## src/rtl/proc_pkg.sv

```systemverilog
// proc_pkg: shared processor definitions for the front end.
//   - Instruction field bit positions (opcode / rs / rt / immediate)
//   - Opcode constants used by the fetch-side immediate decode
//   - Fetch FSM state encoding (one bit: FETCH / ISSUE)
//   - seu_sign_sel(): selects sign (1) or zero (0) extension for an opcode
package proc_pkg;

  // Instruction field bit positions
  localparam int unsigned OPCODE_MSB = 31;
  localparam int unsigned OPCODE_LSB = 26;
  localparam int unsigned RS_MSB     = 25;
  localparam int unsigned RS_LSB     = 21;
  localparam int unsigned RT_MSB     = 20;
  localparam int unsigned RT_LSB     = 16;
  localparam int unsigned IMM_MSB    = 15;
  localparam int unsigned IMM_LSB    = 0;

  localparam int unsigned XLEN       = 32;
  localparam int unsigned OPCODE_W   = OPCODE_MSB - OPCODE_LSB + 1;
  localparam int unsigned REG_W      = RS_MSB - RS_LSB + 1;
  localparam int unsigned IMM_W      = IMM_MSB - IMM_LSB + 1;

  // Opcode constants
  localparam logic [OPCODE_W-1:0] OP_RTYPE = 6'h00;
  localparam logic [OPCODE_W-1:0] OP_BEQ   = 6'h04;
  localparam logic [OPCODE_W-1:0] OP_BNE   = 6'h05;
  localparam logic [OPCODE_W-1:0] OP_ADDI  = 6'h08;
  localparam logic [OPCODE_W-1:0] OP_SLTI  = 6'h0A;
  localparam logic [OPCODE_W-1:0] OP_ANDI  = 6'h0C;
  localparam logic [OPCODE_W-1:0] OP_ORI   = 6'h0D;
  localparam logic [OPCODE_W-1:0] OP_XORI  = 6'h0E;
  localparam logic [OPCODE_W-1:0] OP_LW    = 6'h23;
  localparam logic [OPCODE_W-1:0] OP_SW    = 6'h2B;

  // Fetch FSM states
  typedef enum logic {
    ST_FETCH = 1'b0,
    ST_ISSUE = 1'b1
  } fetch_state_e;

  // Arithmetic, compare, branch-offset and address-offset immediates are
  // signed; logical immediates and everything else are zero-extended.
  function automatic logic seu_sign_sel(input logic [OPCODE_W-1:0] op);
    logic sel;
    sel = 1'b0;
    case (op)
      OP_BEQ, OP_BNE, OP_ADDI, OP_SLTI, OP_LW, OP_SW: sel = 1'b1;
      default:                                         sel = 1'b0;
    endcase
    return sel;
  endfunction

endpackage

```

## src/rtl/imm_decode.sv

```systemverilog
// imm_decode: purely combinational field split of an instruction word.
// Ports:
//   instr_i   in  32  instruction word (IR)
//   opcode_o  out 6   instr[31:26]
//   rs_o      out 5   instr[25:21]
//   rt_o      out 5   instr[20:16]
//   inm_o     out 16  instr[15:0], to the sign-extension unit
//   seu_en_o  out 1   1 = sign-extend inm, 0 = zero-extend inm
module imm_decode
  import proc_pkg::*;
(
  input  logic [XLEN-1:0]     instr_i,
  output logic [OPCODE_W-1:0] opcode_o,
  output logic [REG_W-1:0]    rs_o,
  output logic [REG_W-1:0]    rt_o,
  output logic [IMM_W-1:0]    inm_o,
  output logic                seu_en_o
);

  always_comb begin
    opcode_o = instr_i[OPCODE_MSB:OPCODE_LSB];
    rs_o     = instr_i[RS_MSB:RS_LSB];
    rt_o     = instr_i[RT_MSB:RT_LSB];
    inm_o    = instr_i[IMM_MSB:IMM_LSB];
    seu_en_o = seu_sign_sel(instr_i[OPCODE_MSB:OPCODE_LSB]);
  end

endmodule

```

## src/rtl/fetch_unit.sv

```systemverilog
// fetch_unit: instruction fetch stage. Holds the PC, fetches one 32-bit word
// per FETCH/ISSUE pair over a req/ready handshake, latches it into the IR and
// exposes the decoded opcode/register/immediate fields.
// Ports:
//   clk, rst                  clock, asynchronous active-high reset
//   imem_req / imem_addr      fetch request (level) and address (= PC)
//   imem_ready / imem_rdata   request completion and instruction word
//   stall                     downstream cannot consume the IR this cycle
//   branch_taken / _target    one-cycle redirect; highest priority
//   valid, instr, pc_out      IR holds an instruction, its word and address
//   opcode, rs, rt, inm       IR fields
//   seu_en                    sign (1) / zero (0) extension select for inm
module fetch_unit
  import proc_pkg::*;
#(
  parameter logic [31:0] RESET_PC = 32'h0000_0000
) (
  input  logic        clk,
  input  logic        rst,
  output logic        imem_req,
  output logic [31:0] imem_addr,
  input  logic        imem_ready,
  input  logic [31:0] imem_rdata,
  input  logic        stall,
  input  logic        branch_taken,
  input  logic [31:0] branch_target,
  output logic        valid,
  output logic [31:0] instr,
  output logic [31:0] pc_out,
  output logic [5:0]  opcode,
  output logic [4:0]  rs,
  output logic [4:0]  rt,
  output logic [15:0] inm,
  output logic        seu_en
);

  fetch_state_e state_q;
  logic [31:0]  pc_q;
  logic [31:0]  ir_q;
  logic [31:0]  pc_out_q;

  // PC is always word aligned; the low target bits are dropped.
  logic [1:0]   unused_tgt_lsbs;
  assign unused_tgt_lsbs = branch_target[1:0];

  always_ff @(posedge clk or posedge rst) begin
    if (rst) begin
      state_q  <= ST_FETCH;
      pc_q     <= {RESET_PC[31:2], 2'b00};
      ir_q     <= '0;
      pc_out_q <= '0;
    end else if (branch_taken) begin
      // Redirect wins over a completing fetch and over stall: the returned
      // word is dropped and the IR keeps its old contents.
      state_q <= ST_FETCH;
      pc_q    <= {branch_target[31:2], 2'b00};
    end else begin
      case (state_q)
        ST_FETCH: begin
          if (imem_ready) begin
            ir_q     <= imem_rdata;
            pc_out_q <= pc_q;
            pc_q     <= pc_q + 32'd4;
            state_q  <= ST_ISSUE;
          end
        end
        ST_ISSUE: begin
          if (!stall) begin
            state_q <= ST_FETCH;
          end
        end
        default: state_q <= ST_FETCH;
      endcase
    end
  end

  // Handshake outputs come straight from the state register, so they only
  // move on clock edges or on the asynchronous reset.
  assign imem_req  = (state_q == ST_FETCH);
  assign valid     = (state_q == ST_ISSUE);
  assign imem_addr = pc_q;
  assign instr     = ir_q;
  assign pc_out    = pc_out_q;

  imm_decode u_imm_decode (
    .instr_i  (ir_q),
    .opcode_o (opcode),
    .rs_o     (rs),
    .rt_o     (rt),
    .inm_o    (inm),
    .seu_en_o (seu_en)
  );

endmodule

```

## config.mk

```make
export PLATFORM = sky130hd
export DESIGN_NAME = fetch_unit
export DESIGN_NICKNAME = d
export VERILOG_FILES = /design/src/rtl/proc_pkg.sv /design/src/rtl/imm_decode.sv /design/src/rtl/fetch_unit.sv
export SDC_FILE = /design/constraint.sdc
export NUM_CORES = 1
export LEC_CHECK = 0
export BUFFER_PORTS_ARGS = -buffer_cell sky130_fd_sc_hd__buf_2
export CAP_MARGIN = 25
export CELL_PAD_IN_SITES_DETAIL_PLACEMENT = 1
export CELL_PAD_IN_SITES_GLOBAL_PLACEMENT = 2
export CORE_ASPECT_RATIO = 2
export CORE_MARGIN = 8
export CORE_UTILIZATION = 25
export DETAILED_ROUTE_END_ITERATION = 16
export PLACE_DENSITY = 0.82
export SYNTH_ARGS = -nofsm -noshare
export SYNTH_HDL_FRONTEND = slang
export SYNTH_SLANG_ARGS = --single-unit
```

## constraint.sdc

```tcl
create_clock -name clk -period 4.5 [get_ports clk]
set_input_delay 0.45 -clock clk [delete_from_list [all_inputs] [get_ports clk]]
set_output_delay 0.45 -clock clk [all_outputs]
set_load 0.005 [all_outputs]
```

# Word level (Yosys, flattened, before mapping)
# Index checks and enable logic that the tools add are counted.
# Widths: inputs -> output; s select.
word_totals:
  elab_cells: 26
  register_bits: 97
  latchBits: 0
  out_inout_bits: 131
  mem_count: 0
  mem_bits_ro: 0
  mem_bits_rw: 0
  input_bits: 69
op_classes:
  muxes: 8
  n_mul: 0
  addsub: 1
  div_mod_pow: 0
  bitwise: 2
  n_reduce_logical: 4
  n_lt_le_gt_ge: 0
  shifts: 0
  eq_ne: 7
op_table:
  columns: ["cell", "n"]
  rows:
  - ["$mux 32", 3]
  - ["$add 32x3->32 const B", 1]
  - ["$eq 6x3->1 const B", 2]
  - ["$eq 6x4->1 const B", 2]
  - ["$eq 6x6->1 const B", 2]
  - ["$reduce_or 6->1", 1]
  - ["$mux 1", 4]
  - ["$reduce_and 3->1", 1]
  - ["$ne 2x2->1 const B", 1]
  - ["$not 1->1", 2]
  - ["$pmux 1 s2", 1]
  - ["$reduce_and 2->1", 1]
  - ["$reduce_bool 2->1", 1]

# Longest topological paths before layout
# Gate-level depths: netlist of run 1.
logic_depth:
  depth_word: 4
  ltp_mapped: 7
  depth_no_buf: 5

# Cells and area by module
# Synthesis of run 1 repeated with hierarchy kept, for this count alone.
unflattened:
  cells_unflattened: 384
  hier_area_um2: 4415.5
modules_own_cells:
  columns: ["mod", "cells_each", "seq_area_each_um2", "instances", "area_per_inst_um2"]
  rows:
  - ["fetch_unit", 348, 2327.2, 1, 4140.2]
  - ["imm_decode", 36, 0.0, 1, 275.3]

# Worst setup path before layout of run 1
# OpenSTA, ideal clock, no wires.
synth_path:
  path_kind: "register -> register"
  from: "reg pc_q[2] (netlist: imem_addr[2])"
  to: "reg pc_q[28] (netlist: imem_addr[28])"
  slack_ps: 2544
  period_less_slack_ps: 1956
  setup_ps: 82
  t_required_ps: 4418
  arrival_time_ps: 1874
  path_stages_with_launch: 7
  n_path_buf: 1
  cell_sequence: "dfrtp_1 -> ha_1 -> clkbuf_1 -> and4_1 -> nand4_1 -> or4_1 -> a31oi_1"
synth_via:
  elab_chain_len: 4
synth_rtl:
  columns: ["element", "line_no", "rtl"]
  rows:
  - ["start: declaration", "fetch_unit.sv:38", "logic [31:0] pc_q;"]
  - ["start signal: assignment", "fetch_unit.sv:49", "pc_q <= {RESET_PC[31:2], 2'b00};"]
  - ["start signal: assignment", "fetch_unit.sv:56", "pc_q <= {branch_target[31:2], 2'b00};"]
  - ["start signal: assignment", "fetch_unit.sv:63", "pc_q <= pc_q + 32'd4;"]
  - ["$add 32x3->32", "fetch_unit.sv:63", null]
  - ["$mux 32", "fetch_unit.sv:60", "if (imem_ready) begin"]
  - ["$mux 32", "fetch_unit.sv:58", "case (state_q)"]
  - ["$mux 32", "fetch_unit.sv:52", "end else if (branch_taken) begin"]
# No other way between the ends. The select of a mux whose other input is x is not followed.
# A chain may end at the register's enable or synchronous reset.

# Worst setup path in the final report of run 1
# Same ends and word-level chain as after synthesis.

==> run_results.csv, run 1 <==
group,metric,value,unit
grt,grt_max_degree,61,
route,vias,3650,
logic_synthesis,syn_avg_cell_area,11.5,sq um
die,dieArea,22800,sq um
grt,met3_usage,0.0339,
grt,grt_pass1_wl,23800,microns
sta,fmax,423,MHz
clock_network,tritoncts,"yes",
grt,overflow,0,
logic_synthesis,seq_area_frac_synth,0.519,
setup_path,path_class,"flip-flop to flip-flop",
logic_synthesis,yosysUniqueCellTypes,38,
sta,worst_pin_slew,779,ps
grt,grt-busiest-layer,"met2",
power_and_ir_drop,p_leak,0.00261,uW
clock_network,cts_buffers,9,
logic_synthesis,synth_seq_cells,93,
setup_path,end_kind,"flip-flop",
final_layout,mostFrequentLayoutCell,"buf_2",
sta,tns,0,ps
route,drt_wl_total,15000,microns
clock_network,post-cts-setup-buffers,0,
grt,grt_util_met1,0.130,
sta,finalHoldViolCount,0,
final_layout,drive_gt1_frac,0.522,
clock_network,clockBufferDepth,2,
worst_hold_path,hold_class,"input pin to asynchronous set/reset pin",
route,drc_errors,0,
setup_path,arrival,2630,ps
route,via_per_inst,4.77,
die,die_h,205,microns
logic_synthesis,synth_cells,390,
sta,period_needed,2360,ps
job,maxCapViolCount,0,
final_layout,finalCoreUtilization,0.323,
final_layout,syn_to_final_growth,27.4,%
clock_network,clkSlewWorstSetupHoldPaths,70,ps
route,drtPass1Iterations,4,
power_and_ir_drop,p_per_area,419,nW/um^2
sta,finalSetupViolCount,0,
die,coreArea,17700,sq um
setup_path,cp-start-kind,"flip-flop",
logic_synthesis,synthArstFlopShare,1.00,
placed_design,hpwl,11600,microns
clock_network,postCtsHoldBufs,0,
route,first_iter_violations,100,
clock_network,clkSinkCount,93,
grt,antenna_found_initial,3,
setup_path,critPathMaxFanout,9,
logic_synthesis,synth_edf_count,0,
setup_path,required,4770,ps
placed_design,gp_congestion,0.751,
route,wl_per_cell,19.6,microns
sta,skew,9.09,ps
sta,rsz0062_at_grt,"no",
sta,fin_crit_sh,0.525,
placed_design,portBuffers,193,
die,dieWidth,111,microns
power_and_ir_drop,peakVddDrop,153,uV
sta,relSlewSlack,0.480,
grt,grt_pass1_vias,4109,
clock_network,worstSkewPairLatency,350,ps
logic_synthesis,ys.flop_type,"dfrtp_1",
logic_synthesis,synth_area,4490,sq um
clock_network,cts-root-buf,"clkbuf_16",
die,initial_core_util,0.254,
route,ant_nets,0,
sta,finalMaxSlewViolations,0,
die,row_count,69,
final_layout,final_cell_mix,"buf_2, dfrtp_1, mux2_2",
die,pin_count,200,
final_layout,fin_nets,613,
grt,grt_usage,0.132,
outcome,status,"complete, no violations",
power_and_ir_drop,p_total,2390,uW
clock_network,htree_levels,3,
clock_network,cts-resized-gates,0,
grt,gr-usage-met2,0.244,
logic_synthesis,ys_warn_count,0,
[per-stage QoR]
stage	hold slack, ps	setup WS, ps	instances	cell area (sq um)
floorplan	505	1630	393	4500
global placement	486	2070	745	5410
detailed placement	492	1960	745	5410
CTS	274	2040	761	5710
global route	306	1920	765	5720
finish	258	2140	765	5720
[logic make-up after synthesis]
| logic type | share of synthesized area |
|---|---|
| AND/OR/NAND/NOR | 0.145 |
| multiplexers | 0.158 |
| other | 0.000836 |
| XOR/XNOR | 0.0195 |
| AO/OA/AOI/OAI | 0.0700 |
| buffers and inverters | 0.0856 |
| adder cells (fa/ha/maj) | 0.00279 |
| flip-flops | 0.519 |
[synth_stat cells, types with 2 or more instances]
cell type  count  share of area
nor2_1        15          0.013
nand3_1       11          0.012
o211ai_1       7          0.012
o21ai_0       11          0.012
xnor2_1        2         0.0039
or4_1         17          0.028
buf_4         36          0.060
nand4_2        2         0.0056
nand2_1       30          0.025
dfrtp_1       93           0.52
buf_2          9          0.010
o31ai_1       12          0.020
inv_1          6         0.0050
a31oi_1       12          0.017
o311ai_0       3         0.0059
nand4_1       12          0.017
and2_1         4         0.0056
clkbuf_1      11         0.0092
mux2_2        62           0.16
or2_2          3         0.0042
xor2_1         8          0.016
and4_1         6          0.012
a21oi_1        3         0.0033
[final cells by class]
class                           instances  area, sq um
Sequential cell                        93         2330
Tap cell                              213          267
Antenna cell                            4         10.0
Inverter                                6         25.0
Clock buffer                            9          225
Multi-Input combinational cell        237         1790
Fill cell                            2038        12000
Timing Repair Buffer                  196         1000
Clock inverter                          7         72.6
[worst max-delay path, cell delays in order, from the launching register on]
cell,delay (ps)
dfrtp_1,530
ha_1,480
and4_1,240
nand4_1,300
or4_1,570
a31oi_1,170
[sequential cells by signal, summed over array words and instances (netlist names)]
signal,count
instr,32
imem_addr,30
pc_out,30
valid,1
[final timing paths]
check                      cells after the start                     start                        end  slack, ps
max in group asynchronous                      3                       rst     pc_out[16]$_DFFE_PP0P_       3260
min in group clk                               3         branch_target[10]  imem_addr[10]$_DFFE_PP0N_        310
setup / recovery                               5  imem_addr[2]$_DFFE_PP0N_  imem_addr[28]$_DFFE_PP0N_       2140
setup reg to reg                               5  imem_addr[2]$_DFFE_PP0N_  imem_addr[28]$_DFFE_PP0N_       2140
hold reg to reg                                1    pc_out[23]$_DFFE_PP0P_     pc_out[23]$_DFFE_PP0P_        510
hold / removal                                 2                       rst   imem_addr[5]$_DFFE_PP0N_        260
[routing by layer]
| metal | wire (microns) | part of all wire | up-vias |
|---|---|---|---|
| li1 | - | - | 1694 |
| met1 | 5360 | 0.36 | 1820 |
| met2 | 8430 | 0.56 | 116 |
| met3 | 742 | 0.049 | 20 |
| met4 | 467 | 0.031 | 0 |
| met5 | 0 | 0 | - |
[power by group]
group	total [uW]	switching [uW]	internal [uW]
Combinational	515	237	277
Sequential	1110	129	977
Clock	772	339	433
(Power assumes the default switching activity.)
==> inputs of run 2 (changes only) <==
--- a/config.mk
+++ b/config.mk
@@ -5,6 +5,7 @@
 export SDC_FILE = /design/constraint.sdc
 export NUM_CORES = 1
 export LEC_CHECK = 0
+export ABC_AREA = 1
 export BUFFER_PORTS_ARGS = -buffer_cell sky130_fd_sc_hd__buf_2
 export CAP_MARGIN = 25
 export CELL_PAD_IN_SITES_DETAIL_PLACEMENT = 1
@@ -13,7 +14,7 @@
 export CORE_MARGIN = 8
 export CORE_UTILIZATION = 25
 export DETAILED_ROUTE_END_ITERATION = 16
-export PLACE_DENSITY = 0.82
+export PLACE_DENSITY = 0.88
 export SYNTH_ARGS = -nofsm -noshare
 export SYNTH_HDL_FRONTEND = slang
 export SYNTH_SLANG_ARGS = --single-unit
==> constraint.sdc (replaced) <==
create_clock -name clk -period 2.2 [get_ports clk]
set_input_delay 0.22 -clock clk [delete_from_list [all_inputs] [get_ports clk]]
set_output_delay 0.22 -clock clk [all_outputs]
set_load 0.005 [all_outputs]
==> run_results.csv, run 2 <==
group,metric,value,unit
outcome,status,"complete, no violations",
logic_synthesis,synth_edf_count,0,
route,vias,4821,
die,coreArea,19300,sq um
clock_network,worstSkewPairLatency,350,ps
setup_path,path_class,"flip-flop to flip-flop",
logic_synthesis,synth_compound_area_frac,0.0747,
clock_network,htree_levels,3,
route,wl_per_cell,17.4,microns
die,dieArea,24600,sq um
power_and_ir_drop,peakVddDrop,340,uV
setup_path,cp_slowest_cell,"dfrtp_1",
route,wl_met3,1260,microns
route,ant_nets,0,
sta,finalHoldViolCount,0,
route,wl_met1,6540,microns
sta,worst_pin_slew,533,ps
logic_synthesis,synth_area_leaders,"dfrtp_1, nand2_1, nor2_1",
grt,overflow,0,
final_layout,mostFrequentLayoutCell,"nand2_1",
sta,fin_crit_sh,0.805,
sta,skew,6.94,ps
sta,finalMaxSlewViolations,0,
worst_hold_path,hold_class,"input pin to flip-flop",
route,via_per_inst,4.40,
sta,setup_slack,430,ps
logic_synthesis,synth_area,4910,sq um
setup_path,required,2430,ps
logic_synthesis,synthSimpleGateAreaFrac,0.333,
final_layout,instances_no_fill,1095,
setup_path,crit_buf_inv,0,
final_layout,largest_reg_flops,32,
logic_synthesis,ys_warn_count,0,
clock_network,cts_buffers,9,
sta,relSlewSlack,0.644,
placed_design,place_area,5980,sq um
placed_design,portBuffers,193,
die,initial_core_util,0.255,
clock_network,cts-resized-gates,0,
grt,grt_pass1_vias,5263,
final_layout,antenna_cells,0,
logic_synthesis,yosys.area_share.xor_xnor,0,
placed_design,hpwl,15400,microns
logic_synthesis,synthArstFlopShare,1.00,
logic_synthesis,synth_seq_cells,93,
final_layout,syn_to_final_growth,28.3,%
die,pin_count,200,
sta,period_needed,1770,ps
route,top_layer,"met4",
route,drt_wl_total,19000,microns
setup_path,critPathMaxFanout,7,
logic_synthesis,synth_top_area_cell,"dfrtp_1",
placed_design,gp_congestion,0.831,
logic_synthesis,yosysUniqueCellTypes,29,
setup_path,crit_chain,"ha_1 > nand2_2 > nor2_4 > nand2_4 > nor2_4 > nand2_1 > nand2_1 > nand3_1 > nand2_1 > nand2_1",
logic_synthesis,synthAdderAreaFrac,0.00255,
placed_design,dpl_worst_slack,427,ps
clock_network,cts-root-buf,"clkbuf_16",
clock_network,clkSinkCount,93,
power_and_ir_drop,p_leak,0.00338,uW
route,wl_met2,10500,microns
setup_path,max_stage_delay,440,ps
sta,rsz0062_at_grt,"no",
setup_path,cp-start-kind,"flip-flop",
die,row_count,72,
die,dieWidth,115,microns
logic_synthesis,yosys-top-cells-count,"nand2_1, dfrtp_1, nor2_1, inv_1, o21ai_0",
grt,grt_pass1_wl,29400,microns
route,drtPass1Iterations,4,
logic_synthesis,yosysMostFrequentCell,"nand2_1",
final_layout,final_cell_mix,"nand2_1, buf_2, dfrtp_1",
logic_synthesis,synth_cells,670,
grt,grt_max_degree,43,
clock_network,tritoncts,"yes",
logic_synthesis,syn_avg_cell_area,7.33,sq um
job,maxCapViolCount,0,
final_layout,design_area,6300,sq um
sta,fmax,565,MHz
final_layout,fin_nets,901,
setup_path,arrival,2000,ps
power_and_ir_drop,p_per_area,815,nW/um^2
logic_synthesis,ys.flop_type,"dfrtp_1",
setup_path,crit_path_frequent_cell,"nand2_1",
setup_path,end_kind,"flip-flop",
clock_network,clkSlewWorstSetupHoldPaths,70,ps
setup_path,path_delay_family,"simple AND/OR/NAND/NOR gates",
logic_synthesis,synth_top_family_by_area,"simple AND/OR/NAND/NOR gates",
route,first_iter_violations,191,
final_layout,fillCellCount,2471,
die,die_h,214,microns
placed_design,dp_cells,1078,
grt,antenna_found_initial,0,
final_layout,drive_gt1_frac,0.285,
sta,finalSetupViolCount,0,
clock_network,clockBufferDepth,2,
sta,tns,0,ps
logic_synthesis,seq_area_frac_synth,0.474,
logic_synthesis,synth_top_area_share,0.474,
logic_synthesis,synth.mux.area_fraction,0,
grt,grt_usage,0.157,
route,drc_errors,0,
run 2: cell count changes in the layout (fill, tap and decap cells not counted), sizes merged, moves of 7 or more:
cell / delta
a31oi: -10
or4: -19
buf: +10
nand2: +236
nor2: +70
o31ai: -11
and4: -7
o21ai: +33
mux2: -62
nand3: +30
xor2: -8
nand4: -12
inv: +43
run 2: timing repair:
item | 4_1_cts | 5_1_grt
endpoints found under the hold margin | 18 | 0
hold buffers | 1 | 0
setup buffers | 0 | 0
run 2: worst paths after layout:
path / start / cells after the start / slack (ps) / to
max in group asynchronous: rst / 4 / 1090 / imem_addr[16]$_DFFE_PP0N_
min in group asynchronous: rst / 3 / 480 / pc_out[16]$_DFFE_PP0P_
hold reg to reg: pc_out[4]$_DFFE_PP0P_ / 2 / 480 / pc_out[4]$_DFFE_PP0P_
hold / removal: imem_rdata[26] / 3 / 70 / instr[26]$_DFFE_PP0P_
setup / recovery: imem_addr[3]$_DFFE_PP0N_ / 10 / 430 / imem_addr[22]$_DFFE_PP0N_
setup reg to reg: imem_addr[3]$_DFFE_PP0N_ / 10 / 430 / imem_addr[22]$_DFFE_PP0N_
run 2: power by group:
group / total, uW / internal (uW) / switching, uW / leakage, uW
combinational: 1260 / 518 / 740 / 0.00210
clock: 1630 / 919 / 706 / 0.000145
sequential: 2250 / 1990 / 262 / 0.00113
run 2: logic make-up (layout without fill, tap and decap cells):
| logic type | after synthesis | in the layout |
|---|---|---|
| adder cells (fa/ha/maj) | 1 | 1 |
| AND/OR/NAND/NOR | 398 | 398 |
| buffers and inverters | 110 | 273 |
| AO/OA/AOI/OAI | 67 | 67 |
| flip-flops | 93 | 93 |
| other | 1 | 4 |
run 2: metal layers:
metal	global-route usage	vias to the layer above
met5	0	-
met4	0.0829	0
met3	0.0384	26
met2	0.302	143
met1	0.144	2285
li1	-	2367
run 2: metrics by stage:
step	utilization	total power, uW	hold slack, ps
2_1_floorplan	-	2940	330
3_5_place_dp	0.310	3580	292
6_report	0.327	5140	67.7
4_1_cts	0.327	5250	53.1
5_1_grt	0.327	5480	70.6
3_3_place_gp	0.310	3540	285
run 2: cell type report:
class / count / area, sq um / area share
clock inverter: 6 / 67.6 / 0.0107
timing repair buffer: 207 / 1120 / 0.178
multi-input combinational: 470 / 2030 / 0.322
sequential: 93 / 2330 / 0.369
tap: 259 / 324 / 0.0514
inverter: 50 / 191 / 0.0304
clock buffer: 10 / 239 / 0.0379
run 2: tightest hold or removal path, delay by kind of cell:
| kind | cells | cell delay, ps |
|---|---|---|
| buf+inv | 1 | 70 |
| simple gates | 2 | 90 |
